==> src/rtl/mole_game_ctrl_pkg.sv <==
// Shared definitions for the whack-a-mole controller: FSM encoding and the
// position LFSR (x^8+x^6+x^5+x^4+1, Fibonacci form).
package mole_game_ctrl_pkg;

   typedef enum logic [2:0] {
      ST_IDLE     = 3'd0,
      ST_SPAWN    = 3'd1,
      ST_SHOW     = 3'd2,
      ST_FEEDBACK = 3'd3,
      ST_DONE     = 3'd4
   } state_e;

   localparam logic [7:0] LFSR_SEED = 8'hA5;
   localparam logic [7:0] LFSR_TAPS = 8'hB8;

   function automatic logic [7:0] lfsr_step(input logic [7:0] lfsr);
      return {lfsr[6:0], ^(lfsr & LFSR_TAPS)};
   endfunction

   // Map the LFSR onto cells 1..9, nudging forward so a cell never repeats.
   function automatic logic [3:0] pick_pos(input logic [7:0] lfsr, input logic [3:0] prev);
      logic [3:0] cand;
      cand = 4'(lfsr % 8'd9) + 4'd1;
      if (cand == prev) begin
         cand = (cand == 4'd9) ? 4'd1 : cand + 4'd1;
      end
      return cand;
   endfunction

endpackage

==> src/rtl/tick_gen.sv <==
// Game-tick prescaler: down-counter that pulses tick for one cycle on terminal
// count; clear reloads it so the next tick lands TICK_DIV cycles later.
module tick_gen #(
   parameter int TICK_DIV = 50000
) (
   input  logic clk,
   input  logic rst,
   input  logic clear,
   output logic tick
);

   localparam int CW = (TICK_DIV > 1) ? $clog2(TICK_DIV) : 1;
   localparam logic [CW-1:0] LOAD = CW'(TICK_DIV - 1);

   logic [CW-1:0] cnt_q, cnt_d;

   always_comb begin
      tick  = (cnt_q == '0);
      cnt_d = cnt_q - CW'(1);
      if (clear || tick) begin
         cnt_d = LOAD;
      end
   end

   always_ff @(posedge clk or negedge rst) begin
      if (!rst) begin
         cnt_q <= '0;
      end else begin
         cnt_q <= cnt_d;
      end
   end

endmodule

==> src/rtl/mole_game_ctrl.sv <==
// Whack-a-mole game sequencer: lights a pseudo-random cell, waits for the
// matching key or a timeout, shows the result, and repeats for ROUNDS rounds.
//
// state    | meaning
// IDLE     | waiting for the first start edge
// SPAWN    | one cycle: pick and load the next cell
// SHOW     | cell lit, waiting for a hit or SHOW_TICKS timeout
// FEEDBACK | result held for FEEDBACK_TICKS
// DONE     | game over, score held until the next start edge
module mole_game_ctrl #(
   parameter int TICK_DIV       = 50000,
   parameter int SHOW_TICKS     = 800,
   parameter int FEEDBACK_TICKS = 200,
   parameter int ROUNDS         = 20
) (
   input  logic       clk,
   input  logic       rst,
   input  logic       start,
   input  logic       key_valid,
   input  logic [3:0] key_code,
   output logic       inGame,
   output logic [3:0] position,
   output logic       hit,
   output logic [7:0] score,
   output logic       game_over
);

   import mole_game_ctrl_pkg::*;

   localparam logic [15:0] SHOW_LOAD = 16'(SHOW_TICKS - 1);
   localparam logic [15:0] FB_LOAD   = 16'(FEEDBACK_TICKS - 1);
   localparam logic [7:0]  ROUND_END = 8'(ROUNDS);

   state_e      state_q, state_d;
   logic [3:0]  position_q, position_d;
   logic [3:0]  prev_q, prev_d;
   logic        hit_q, hit_d;
   logic [7:0]  score_q, score_d;
   logic        game_over_q, game_over_d;
   logic        in_game_q, in_game_d;
   logic [7:0]  round_q, round_d;
   logic [15:0] ticks_q, ticks_d;
   logic [7:0]  lfsr_q, lfsr_d;
   logic        start_q, start_d;
   logic        start_rise, tick, tick_clear;

   tick_gen #(.TICK_DIV(TICK_DIV)) u_tick_gen (
      .clk   (clk),
      .rst   (rst),
      .clear (tick_clear),
      .tick  (tick)
   );

   assign start_rise = start & ~start_q;

   always_comb begin
      state_d     = state_q;
      position_d  = position_q;
      prev_d      = prev_q;
      hit_d       = hit_q;
      score_d     = score_q;
      game_over_d = game_over_q;
      round_d     = round_q;
      ticks_d     = ticks_q;
      lfsr_d      = lfsr_step(lfsr_q);
      start_d     = start;
      tick_clear  = 1'b0;

      unique case (state_q)
         ST_IDLE, ST_DONE: begin
            if (start_rise) begin
               state_d     = ST_SPAWN;
               score_d     = 8'd0;
               round_d     = 8'd0;
               game_over_d = 1'b0;
            end
         end
         ST_SPAWN: begin
            position_d = pick_pos(lfsr_q, prev_q);
            prev_d     = position_d;
            hit_d      = 1'b0;
            ticks_d    = SHOW_LOAD;
            tick_clear = 1'b1;
            state_d    = ST_SHOW;
         end
         ST_SHOW: begin
            // A hit wins over a timeout landing in the same cycle.
            if (key_valid && (key_code == position_q)) begin
               hit_d      = 1'b1;
               score_d    = (score_q == 8'hFF) ? score_q : score_q + 8'd1;
               ticks_d    = FB_LOAD;
               tick_clear = 1'b1;
               state_d    = ST_FEEDBACK;
            end else if (tick) begin
               if (ticks_q == 16'd0) begin
                  position_d = 4'd0;
                  hit_d      = 1'b0;
                  ticks_d    = FB_LOAD;
                  tick_clear = 1'b1;
                  state_d    = ST_FEEDBACK;
               end else begin
                  ticks_d = ticks_q - 16'd1;
               end
            end
         end
         ST_FEEDBACK: begin
            if (tick) begin
               if (ticks_q == 16'd0) begin
                  round_d = round_q + 8'd1;
                  if (round_d == ROUND_END) begin
                     position_d  = 4'd0;
                     hit_d       = 1'b0;
                     game_over_d = 1'b1;
                     state_d     = ST_DONE;
                  end else begin
                     state_d = ST_SPAWN;
                  end
               end else begin
                  ticks_d = ticks_q - 16'd1;
               end
            end
         end
         default: state_d = ST_IDLE;
      endcase

      in_game_d = (state_d == ST_SPAWN) || (state_d == ST_SHOW) || (state_d == ST_FEEDBACK);
   end

   always_ff @(posedge clk or negedge rst) begin
      if (!rst) begin
         state_q     <= ST_IDLE;
         position_q  <= 4'd0;
         prev_q      <= 4'd0;
         hit_q       <= 1'b0;
         score_q     <= 8'd0;
         game_over_q <= 1'b0;
         in_game_q   <= 1'b0;
         round_q     <= 8'd0;
         ticks_q     <= 16'd0;
         lfsr_q      <= LFSR_SEED;
         start_q     <= 1'b0;
      end else begin
         state_q     <= state_d;
         position_q  <= position_d;
         prev_q      <= prev_d;
         hit_q       <= hit_d;
         score_q     <= score_d;
         game_over_q <= game_over_d;
         in_game_q   <= in_game_d;
         round_q     <= round_d;
         ticks_q     <= ticks_d;
         lfsr_q      <= lfsr_d;
         start_q     <= start_d;
      end
   end

   assign inGame    = in_game_q;
   assign position  = position_q;
   assign hit       = hit_q;
   assign score     = score_q;
   assign game_over = game_over_q;

endmodule

==> config.mk <==
export PLATFORM = sky130hd
export DESIGN_NAME = mole_game_ctrl
export DESIGN_NICKNAME = d
export VERILOG_FILES = /design/src/rtl/mole_game_ctrl_pkg.sv /design/src/rtl/tick_gen.sv /design/src/rtl/mole_game_ctrl.sv
export SDC_FILE = /design/constraint.sdc
export NUM_CORES = 1
export LEC_CHECK = 0
export CAP_MARGIN = 20
export CORE_AREA = 2 2 131 82
export CTS_BUF_LIST = sky130_fd_sc_hd__clkbuf_8
export DETAILED_ROUTE_END_ITERATION = 16
export DIE_AREA = 0 0 133 84
export GPL_TIMING_DRIVEN = 0
export HOLD_SLACK_MARGIN = 0.15
export PLACE_DENSITY = 0.79
export RECOVER_POWER = 50
export SLEW_MARGIN = 20
export SYNTH_ARGS = -nofsm -noshare
export SYNTH_HDL_FRONTEND = slang
export SYNTH_SLANG_ARGS = --single-unit
==> constraint.sdc <==
create_clock -name clk -period 7.6 [get_ports clk]
set_clock_uncertainty 0.15 [all_clocks]
set_input_delay 1.9 -clock clk [delete_from_list [all_inputs] [get_ports clk]]
set_output_delay 1.9 -clock clk [all_outputs]
set_load 0.02 [all_outputs]
Word-level counts from Yosys, hierarchy flattened
Index checks and enable logic that the tools add are counted.
{"block": "totals", "reg_bits": 71, "inputBits": 8, "output_inout_bits": 15, "elab_cells": 110}
{"block": "classes", "add_sub_neg": 6, "n_div": 1, "eq_ne": 24, "mux": 47, "n_bitwise": 2, "n_reduce_logical": 18}
{"operator": "$mux W16", "count": 6}
{"operator": "$pmux W16 S3", "count": 1}
{"operator": "$mux W8", "count": 5}
{"operator": "$logic_not A16 Y1", "count": 2}
{"operator": "$mux W4", "count": 8}
{"operator": "$pmux W8 S2", "count": 2}
{"operator": "$sub A16 B1 Y16 const B", "count": 2}
{"operator": "$mux W3", "count": 7}
{"operator": "$ne A2 B2 Y1 const B", "count": 10}
{"operator": "$add A8 B1 Y8 const B", "count": 2}
{"operator": "$mux W1", "count": 13}
{"operator": "$eq A3 B2 Y1 const B", "count": 4}
{"operator": "$pmux W3 S4", "count": 1}
{"operator": "$pmux W4 S3", "count": 1}
{"operator": "$reduce_and A4 Y1", "count": 3}
{"operator": "$add A4 B1 Y4 const B", "count": 2}
{"operator": "$eq A4 B4 Y1", "count": 2}
{"operator": "$eq A8 B5 Y1 const B", "count": 1}
{"operator": "$eq A8 B8 Y1 const B", "count": 1}
{"operator": "$mod A8 B4 Y8 const B", "count": 1}
{"operator": "$reduce_xor A8 Y1", "count": 1}
{"operator": "$reduce_and A7 Y1", "count": 1}
{"operator": "$eq A3 B1 Y1 const B", "count": 2}
{"operator": "$ne A3 B3 Y1 const B", "count": 2}
{"operator": "14 further kinds", "count": 18}

Logic depth before layout (Yosys ltp)
Gate-level depths: netlist (run 1).
{"block": "logic_depth", "ltp_word": 9, "ltp_mapped": 31, "depth_no_buf": 29}

By module
A second synthesis (run 1) with hierarchy kept.
{"block": "unflattened", "hier_cells": 551, "area_unflattened_um2": 4775.8}
{"mod": "mole_game_ctrl", "n_inst": 1, "cells_per_inst": 468, "area_per_inst_um2": 3940.0, "seq_area_each_um2": 1381.3}
{"mod": "tick_gen", "n_inst": 1, "cells_per_inst": 83, "area_per_inst_um2": 835.8, "seq_area_each_um2": 400.4}

Worst setup path after synthesis (run 1)
Ideal clock, no wire load.
{"block": "synth_path", "path_type": "reg-to-reg", "from": "register lfsr_q[5]", "to": "register prev_q[1]", "arrival_time_ns": 6.607, "t_required_ns": 7.325, "path_slack_ns": 0.718, "stages_incl_launch_ff": 28, "n_path_buf": 1, "cell_sequence": "dfstp_2 -> buf_2 -> inv_1 -> ha_1 -> or3b_1 -> a21oi_1 -> a21oi_1 -> o31ai_1 -> ha_1 -> nor2_1 -> o211a_1 -> a221oi_2 -> a211oi_4 -> and2_1 -> xnor2_1 -> ha_1 -> nor2b_1 -> o21ai_0 -> o22a_1 -> a211oi_2 -> mux2i_1 -> ha_1 -> xnor3_1 -> or4_4 -> and2_4 -> a32oi_1 -> nand3b_1 -> mux2_2"}
{"block": "synth_via", "elab_chain_len": 5}
{"item": "start, declared", "line_no": "mole_game_ctrl.sv:43", "source": "logic [7:0] lfsr_q, lfsr_d;"}
{"item": "start signal, assigned", "line_no": "mole_game_ctrl.sv:152", "source": "lfsr_q <= lfsr_d;"}
{"item": "$mod A8 B4 Y8 *", "line_no": "mole_game_ctrl_pkg.sv:23", "source": "cand = 4'(lfsr % 8'd9) + 4'd1;"}
{"item": "$add A4 B1 Y4 *", "line_no": "mole_game_ctrl_pkg.sv:23"}
{"item": "$add A4 B1 Y4 or $eq A4 B4 Y1 (tied branches)", "line_no": "mole_game_ctrl_pkg.sv:25", "source": "cand = (cand == 4'd9) ? 4'd1 : cand + 4'd1;"}
{"item": "$mux W4", "line_no": "mole_game_ctrl_pkg.sv:25"}
{"item": "$mux W4 *", "line_no": "mole_game_ctrl_pkg.sv:24", "source": "if (cand == prev) begin"}
{"item": "end signal, assigned", "line_no": "mole_game_ctrl.sv:145", "source": "prev_q <= prev_d;"}
{"item": "end, declared", "line_no": "mole_game_ctrl.sv:36", "source": "logic [3:0] prev_q, prev_d;"}
Mark *: on every way between the ends. The rest lies on a longest branch, timed or not.
A chain may end at the register's enable or synchronous reset.

Worst setup path in the final report (run 1)
Ends and elaborated chain as after synthesis.

==> results of run 1 <==
[cell type report]
type	instances	area (um2)	share of cell area, %
tap	139	174	3.08
multi-input combinational	437	3020	53.4
clock buffer	10	138	2.44
timing repair buffer	28	255	4.52
clock inverter	6	85.1	1.51
sequential	71	1780	31.6
inverter	17	63.8	1.13
buffer	22	131	2.33
[worst paths after layout]
| check | end | cells after the start |
|---|---|---|
| min in group asynchronous | prev_q[0]$_DFFE_PN0P_ | 1 |
| hold reg to reg | lfsr_q[5]$_DFF_PN1_ | 0 |
| setup / recovery | prev_q[1]$_DFFE_PN0P_ | 30 |
| setup reg to reg | prev_q[1]$_DFFE_PN0P_ | 30 |
| max in group asynchronous | u_tick_gen.cnt_q[3]$_DFF_PN0_ | 2 |
| hold / removal | lfsr_q[5]$_DFF_PN1_ | 0 |
[flip-flops by register name, indices dropped and copies added, names as in the netlist]
register,flops
ticks_q,16
u_tick_gen.cnt_q,16
lfsr_q,8
round_q,8
score,8
position,4
prev_q,4
state_q,3
game_over,1
hit,1
inGame,1
start_q,1
[cells in the mapped netlist (4+ instances only)]
cell type	instances	area, um2
sky130_fd_sc_hd__nand3_1	21	105
sky130_fd_sc_hd__o21ai_0	30	150
sky130_fd_sc_hd__and2_1	7	43.8
sky130_fd_sc_hd__a22o_1	5	43.8
sky130_fd_sc_hd__a21oi_1	29	145
sky130_fd_sc_hd__nor2b_1	6	37.5
sky130_fd_sc_hd__buf_6	4	45.0
sky130_fd_sc_hd__o31ai_1	7	52.6
sky130_fd_sc_hd__nand2b_1	10	62.6
sky130_fd_sc_hd__nand3b_1	6	45.0
sky130_fd_sc_hd__and3_1	4	25.0
sky130_fd_sc_hd__xor2_1	22	193
sky130_fd_sc_hd__or3_1	8	50.1
sky130_fd_sc_hd__a211o_1	5	43.8
sky130_fd_sc_hd__buf_2	4	20.0
sky130_fd_sc_hd__nand4_1	6	37.5
sky130_fd_sc_hd__inv_1	17	63.8
sky130_fd_sc_hd__nor4_1	6	37.5
sky130_fd_sc_hd__o221ai_1	4	35.0
sky130_fd_sc_hd__or4_1	5	37.5
sky130_fd_sc_hd__nor3_1	17	85.1
sky130_fd_sc_hd__xnor2_1	21	184
sky130_fd_sc_hd__nand2_1	55	206
sky130_fd_sc_hd__or2_2	6	37.5
sky130_fd_sc_hd__o21a_1	4	30.0
sky130_fd_sc_hd__clkbuf_1	11	41.3
sky130_fd_sc_hd__dfrtp_1	67	1680
sky130_fd_sc_hd__nor2_1	56	210
sky130_fd_sc_hd__a211oi_1	9	67.6
sky130_fd_sc_hd__ha_1	13	163
sky130_fd_sc_hd__dfstp_2	4	105
[metal layers]
layer / vias to the layer above / share of wire [%]
met4: 0 / 1.3
met2: 165 / 45
met5: - / 0
met3: 15 / 7.1
li1: 2060 / -
met1: 2128 / 47
[power by group through the flow]
| stage | sequential, mW | clock (mW) | combinational [mW] |
|---|---|---|---|
| global placement | 0.533 | 0 | 0.269 |
| finish | 0.536 | 0.335 | 0.283 |
| detailed placement | 0.538 | 0 | 0.283 |
| floorplan | 0.544 | 0 | 0.170 |
| global route | 0.547 | 0.360 | 0.315 |
| CTS | 0.533 | 0.344 | 0.285 |
[worst max-delay path, delay by kind of cell (launching register included)]
kind                     cells  cell delay (ns)
adder cells (fa/ha/maj)      4             0.97
AND/OR/NAND/NOR              7             1.32
multiplexers                 1             0.30
AO/OA/AOI/OAI               11             2.28
buffers and inverters        4             0.70
XOR/XNOR                     3             0.90
flip-flops                   1             0.57
[cells by family (layout without fill, tap and decap cells)]
kind of cell    after synthesis  after routing  synth area share, %
simple gates                236            236                 25.2
mux                           7              7                 1.87
fa+ha+maj                    13             13                 3.33
xor+xnor                     46             46                 9.09
compound gates              135            135                 20.1
flops                        71             71                 36.5
buf+inv                      39             83                 3.87
[per-stage QoR]
step                      cell area (um2)  hold WS (ns)  cells  util, %
after floorplan                      4880         0.231    547        -
after global placement               5280         0.255    708     52.1
after detailed placement             5300         0.243    709     52.4
after CTS                            5580         0.253    726     55.1
after global routing                 5650         0.264    730     55.8
final                                5650         0.250    730     55.8
[repair_timing]
action / CTS / global route
pin swaps: 1 / 3
hold buffers: 0 / 0
hold endpoints to repair: 0 / 0
gates resized for setup: 8 / 12
setup buffers: 1 / 4
endpoints found under the setup margin: 8 / 8
==> results_tabular.tex, run 1 <==
\begin{tabular}{lr}
\hline
Metric & Value \\
\hline
\multicolumn{2}{l}{\textbf{Outcome}} \\
\quad Status & finished with violations \\
\quad Violated checks & max-capacitance violations, max-slew violations \\
\multicolumn{2}{l}{\textbf{CTS}} \\
\quad CTS Buffer Depth & 2 \\
\quad TritonCTS Sinks & 71 \\
\quad CTS root buffer & sky130\_fd\_sc\_hd\_\_clkbuf\_8 \\
\quad H-tree levels & 3 \\
\quad TritonCTS clock tree & built \\
\quad Worst skew pair latency & around 0.35 ns \\
\quad CTS Buf Count & 9 \\
\quad Clock-pin slew of the registers on the worst-case setup and hold paths & approximately 0.07 ns \\
\multicolumn{2}{l}{\textbf{Synth}} \\
\quad Cells after Synth & 547 \\
\quad Number of synthesized register bits & 71 \\
\quad Net count after synthesis & between 500 and 600 \\
\quad Register area share after synthesis & 36.5\% \\
\quad Async set-reset flop share out of synthesis & 100\% \\
\quad Netlist cell types & 82 \\
\quad Dominant synthesized flop cell & sky130\_fd\_sc\_hd\_\_dfrtp\_1 \\
\quad Mean Syn Cell Area & 8.93 um2 \\
\quad Warnings from Yosys & 0 \\
\quad Number of enable flip-flop cells after synthesis & 0 \\
\quad Post-synthesis cell area & a little under 5000 um2 \\
\multicolumn{2}{l}{\textbf{STA}} \\
\quad Number of max-slew violations in the final report & 53 \\
\quad Period Utilization, post-route & 96.0\% \\
\quad \# setup viols final & 0 \\
\quad Total count of hold-check failures in the final report & 0 \\
\quad Total negative setup slack & 0 ns \\
\quad Time the final worst path needs with I/O delays and setup & between 7 and 8 ns \\
\quad Maximum clock frequency & 137 MHz \\
\quad Setup slack after layout & 0.303 ns \\
\quad Transition time at the pin with the least slew margin & 2.78 ns \\
\quad Max-Slew Margin vs Limit & -85.4\% \\
\multicolumn{2}{l}{\textbf{Route}} \\
\quad Mean routed wirelength per cell & 15.9 um \\
\quad Initial DRC Count & 363 \\
\quad DR vias/cell & 5.98 \\
\quad Count of unresolved DRC violations after routing & 0 \\
\quad Final Routed Wirelength & between 10,000 and 15,000 um \\
\quad Total number of vias & 4,368 \\
\quad Number of antenna-violating nets in the routed design & 0 \\
\quad Router iterations before antenna repair & 5 \\
\multicolumn{2}{l}{\textbf{Power and ir drop}} \\
\quad Switching portion of total power & 32.4\% \\
\quad Seq pwr share & between 40 and 50\% \\
\quad Gate power share & 24.5\% \\
\quad Power per standard cell area & between 200 and 250 nW/um2 \\
\quad Net switching power of the design & 0.373 mW \\
\quad Static Leakage & between 2 and 2.5 nW \\
\quad Worst supply voltage drop on vdd & 0.153 mV \\
\quad Clock share of power & 29.0\% \\
\quad Internal power component & 0.780 mW \\
\quad Power, Total & 1.15 mW \\
\multicolumn{2}{l}{\textbf{Min path}} \\
\quad Worst min path class & register to register \\
\quad Hold path startpoint & lfsr\_q[4]\$\_DFF\_PN0\_ \\
\multicolumn{2}{l}{\textbf{Global route}} \\
\quad Global-route wire length before repair & between 15,000 and 20,000 um \\
\quad Met1 track demand over resource in global routing & 31.3\% \\
\quad Pin count of the biggest net entering global routing & 53 \\
\quad Total Routing Usage GR & 21.7\% \\
\quad Total congestion overflow & 0 \\
\quad Met2 Resource Use GR & about a third \\
\quad Number of antenna violations at the first check in global routing & 0 \\
\quad Layer with the highest usage & met2 \\
\quad Vias in the first global route & 4,166 \\
\quad Met3 track utilization from global routing & 6.01\% \\
\multicolumn{2}{l}{\textbf{Critical path}} \\
\quad Startpoint-to-endpoint class of the critical path & register to register \\
\quad Delay of the slowest critical-path stage & 0.57 ns \\
\quad Library cell contributing the largest single delay on the critical path & sky130\_fd\_sc\_hd\_\_dfstp\_2 \\
\quad Signal arrival time at the worst endpoint & 7.39 ns \\
\quad Source of the critical timing path & lfsr\_q[5]\$\_DFF\_PN1\_ \\
\quad Flop-to-flop setup slack & between 0.3 and 0.4 ns \\
\quad R2r startpoint & lfsr\_q[5]\$\_DFF\_PN1\_ \\
\quad Worst endpoint required time & 7.69 ns \\
\quad Element type at the critical path end & register \\
\quad Crit path launch type & register \\
\quad Maximum net fanout on the critical path & 10 \\
\multicolumn{2}{l}{\textbf{Cells and area}} \\
\quad Net total in the final layout & 607 \\
\quad Fraction of final layout cells sized beyond drive strength 1 & 12.5\% \\
\quad Most used cells in the layout excluding fill and tap cells & 67 x sky130\_fd\_sc\_hd\_\_dfrtp\_1, 56 x sky130\_fd\_sc\_hd\_\_nor2\_1, 55 x sky130\_fd\_sc\_hd\_\_nand2\_1 \\
\quad Antenna Diode Count & 0 \\
\quad Fill cell total of the finished layout & 864 \\
\quad Synth-to-Final Area Change & 15.6\% \\
\quad Leading cell type in the layout, fill and taps excluded & sky130\_fd\_sc\_hd\_\_dfrtp\_1 \\
\multicolumn{2}{l}{\textbf{Place}} \\
\quad Final weighted congestion in routability-driven placement & 0.904 \\
\quad Worst slack after detailed placement & -0.435 ns \\
\quad Input/output buffers & 22 \\
\quad Detailed placer's ending HPWL & $\sim$8300 um \\
\multicolumn{2}{l}{\textbf{Floorplanning}} \\
\quad Placeable core area & 10,100 um2 \\
\quad Die area & 11,200 um2 \\
\quad Die Height & 84 um \\
\quad Die Span X & 133 um \\
\quad Boundary pin count & 23 \\
\quad Standard-cell rows & 29 \\
\quad Effective utilization at floorplan & 48.3\% \\
\multicolumn{2}{l}{\textbf{Job}} \\
\quad Number of max-cap violations & 1 \\
\hline
\end{tabular}
(Power assumes the default switching activity.)
==> run 2: changes to the inputs <==
- MAX_ROUTING_LAYER: unset -> met4
==> results_tabular.tex, run 2 (synthesis results as in run 1) <==
\begin{tabular}{lr}
\hline
Metric & Value \\
\hline
\multicolumn{2}{l}{\textbf{STA}} \\
\quad Total negative setup slack & 0 ns \\
\quad Number of max-slew violations in the final report & 74 \\
\quad Period Utilization, post-route & 96.3\% \\
\quad \# setup viols final & 0 \\
\quad Worst hold-check slack & 0.257 ns \\
\quad Max-Slew Margin vs Limit & -36.8\% \\
\quad Transition time at the pin with the least slew margin & 2.05 ns \\
\quad Time the final worst path needs with I/O delays and setup & 7.32 ns \\
\quad Setup slack after layout & 0.282 ns \\
\quad Total count of hold-check failures in the final report & 0 \\
\quad Maximum clock frequency & 137 MHz \\
\multicolumn{2}{l}{\textbf{Job}} \\
\quad Number of max-cap violations & 2 \\
\multicolumn{2}{l}{\textbf{Place}} \\
\quad Input/output buffers & 22 \\
\quad Worst slack after detailed placement & -0.471 ns \\
\quad Final weighted congestion in routability-driven placement & 0.946 \\
\quad Placed cell area & 5300 um2 \\
\quad Detailed placer's ending HPWL & around 8500 um \\
\quad Placed Cells incl. Taps & $\sim$710 \\
\multicolumn{2}{l}{\textbf{Floorplanning}} \\
\quad Placeable core area & between 10,000 and 15,000 um2 \\
\quad Die Span X & about 130 um \\
\quad Effective utilization at floorplan & between 40\% and 50\% \\
\quad Die area & 11,200 um2 \\
\quad Boundary pin count & 23 \\
\quad Standard-cell rows & 29 \\
\quad Die Height & approximately 84 um \\
\multicolumn{2}{l}{\textbf{Global route}} \\
\quad Number of antenna violations at the first check in global routing & 1 \\
\quad Pin count of the biggest net entering global routing & 39 \\
\quad Vias in the first global route & around 4,300 \\
\quad Total Routing Usage GR & between 20 and 25\% \\
\quad Global-route wire length before repair & 20,300 um \\
\quad Total congestion overflow & 0 \\
\multicolumn{2}{l}{\textbf{Cells and area}} \\
\quad Final instance area & 5590 um2 \\
\quad Seq. cell area & about 1800 um2 \\
\quad Fraction of final layout cells sized beyond drive strength 1 & 12.0\% \\
\quad Layout Cells excl Fill & 730 \\
\quad Most used cells in the layout excluding fill and tap cells & 67 x sky130\_fd\_sc\_hd\_\_dfrtp\_1, 56 x sky130\_fd\_sc\_hd\_\_nor2\_1, 55 x sky130\_fd\_sc\_hd\_\_nand2\_1 \\
\quad Leading cell type in the layout, fill and taps excluded & sky130\_fd\_sc\_hd\_\_dfrtp\_1 \\
\quad Fill cell total of the finished layout & 886 \\
\quad Share of the core filled with cells & 55.2\% \\
\quad Net total in the final layout & roughly 610 \\
\quad Synth-to-Final Area Change & 14.4\% \\
\quad Area of combinational cells with multiple inputs & just under 3000 um2 \\
\quad Leading registers by flop count & ticks\_q x16, u\_tick\_gen.cnt\_q x16 \\
\multicolumn{2}{l}{\textbf{Critical path}} \\
\quad Delay of the slowest critical-path stage & 0.60 ns \\
\quad Element type at the critical path end & register \\
\quad Signal arrival time at the worst endpoint & between 7 and 8 ns \\
\quad Maximum net fanout on the critical path & 10 \\
\quad Worst endpoint required time & roughly 7.7 ns \\
\quad Cell seen most often among critical-path stages & sky130\_fd\_sc\_hd\_\_ha\_1 \\
\quad Library cell contributing the largest single delay on the critical path & sky130\_fd\_sc\_hd\_\_dfstp\_2 \\
\quad Flop-to-flop setup slack & 0.28 ns \\
\quad Startpoint-to-endpoint class of the critical path & register to register \\
\quad Crit path launch type & register \\
\multicolumn{2}{l}{\textbf{Route}} \\
\quad DR vias/cell & 5.95 \\
\quad Total number of vias & 4,346 \\
\quad Mean routed wirelength per cell & $\sim$16 um \\
\quad Highest metal layer used by the detailed router & met4 \\
\quad Final Routed Wirelength & 11,800 um \\
\quad Met3 wire length & 686 um \\
\quad DRT met1 WL & 5680 um \\
\quad Number of antenna-violating nets in the routed design & 0 \\
\quad Routed wl met2 & 5240 um \\
\quad Router iterations before antenna repair & 5 \\
\quad Count of unresolved DRC violations after routing & 0 \\
\quad Initial DRC Count & 385 \\
\multicolumn{2}{l}{\textbf{Power and ir drop}} \\
\quad Power per standard cell area & 202 nW/um2 \\
\quad Power, Total & 1.13 mW \\
\quad Switching portion of total power & 32.2\% \\
\quad Static Leakage & 2.24 nW \\
\quad Seq pwr share & 47.4\% \\
\quad Clock share of power & between 20 and 30\% \\
\quad Worst supply voltage drop on vdd & 0.154 mV \\
\quad Gate power share & 25.3\% \\
\quad Net switching power of the design & 0.363 mW \\
\quad Internal power component & 0.764 mW \\
\multicolumn{2}{l}{\textbf{CTS}} \\
\quad H-tree levels & 3 \\
\quad Clock-pin slew of the registers on the worst-case setup and hold paths & approximately 0.07 ns \\
\quad TritonCTS clock tree & built \\
\quad CTS Buf Count & 9 \\
\quad Worst skew pair latency & 0.35 ns \\
\quad CTS Buffer Depth & 2 \\
\quad TritonCTS Sinks & just over 70 \\
\quad CTS root buffer & sky130\_fd\_sc\_hd\_\_clkbuf\_8 \\
\multicolumn{2}{l}{\textbf{Min path}} \\
\quad Worst min path class & register to register \\
\multicolumn{2}{l}{\textbf{Outcome}} \\
\quad Violated checks & max-capacitance violations, max-slew violations \\
\quad Status & finished with violations \\
\hline
\end{tabular}
## run 2: cell types whose count changed in the layout (fill, tap and decap cells not counted), sizes merged
| cell | change |
|---|---|
| bufinv | -1 |
| clkdlybuf4s50 | -1 |
| clkbuf | +2 |
| clkinvlp | -1 |
| dlygate4sd3 | +1 |
| diode | +1 |
| buf | -1 |
## run 2: repair_timing
item,4_1_cts,5_1_grt
resized for setup,8,6
pin swaps,1,4
setup endpoints to repair,8,8
buffers inserted,0,4
hold buffers,0,0
endpoints found under the hold margin,0,0
## run 2: final cells by class
cell class                 count  area share (%)
antenna                        1          0.0448
inverter                      17            1.14
buffer                        22            2.28
clock inverter                 4           0.784
sequential                    71            31.9
multi-input combinational    437            53.3
clock buffer                  12            2.96
tap                          139            3.11
timing repair buffer          27            4.43
## run 2: path summary, 6_finish.rpt
path,end,cells past startpoint,from
max in group asynchronous,u_tick_gen.cnt_q[7]$_DFF_PN0_,2,rst
min in group asynchronous,prev_q[0]$_DFFE_PN0P_,1,rst
min reg2reg,lfsr_q[5]$_DFF_PN1_,0,lfsr_q[4]$_DFF_PN0_
min,lfsr_q[5]$_DFF_PN1_,0,lfsr_q[4]$_DFF_PN0_
max,prev_q[1]$_DFFE_PN0P_,31,lfsr_q[5]$_DFF_PN1_
max reg2reg,prev_q[1]$_DFFE_PN0P_,31,lfsr_q[5]$_DFF_PN1_
## run 2: critical path: cells and delay by family (launching register included)
family                     cells  cell delay [ns]
AOI/OAI and AO/OA             12             2.32
xor gates and xnor gates       2             0.33
adders and majority gates      4             1.03
buffers and inverters          3             0.56
DFF                            1             0.60
muxes                          2             0.54
and+or+nand+nor                8             1.63
## run 2: routing by layer
layer	up-vias	global-route usage, %
met2	159	33.5
met4	0	7.23
met1	2098	31.4
li1	2068	-
met5	-	-
met3	21	4.80
## run 2: power by group through the flow
stage	Sequential [mW]	Combinational, mW	Clock (mW)
finish	0.534	0.285	0.308
global route	0.546	0.320	0.334
CTS	0.532	0.286	0.318
detailed placement	0.538	0.285	0
global placement	0.533	0.269	0
floorplan	0.544	0.170	0
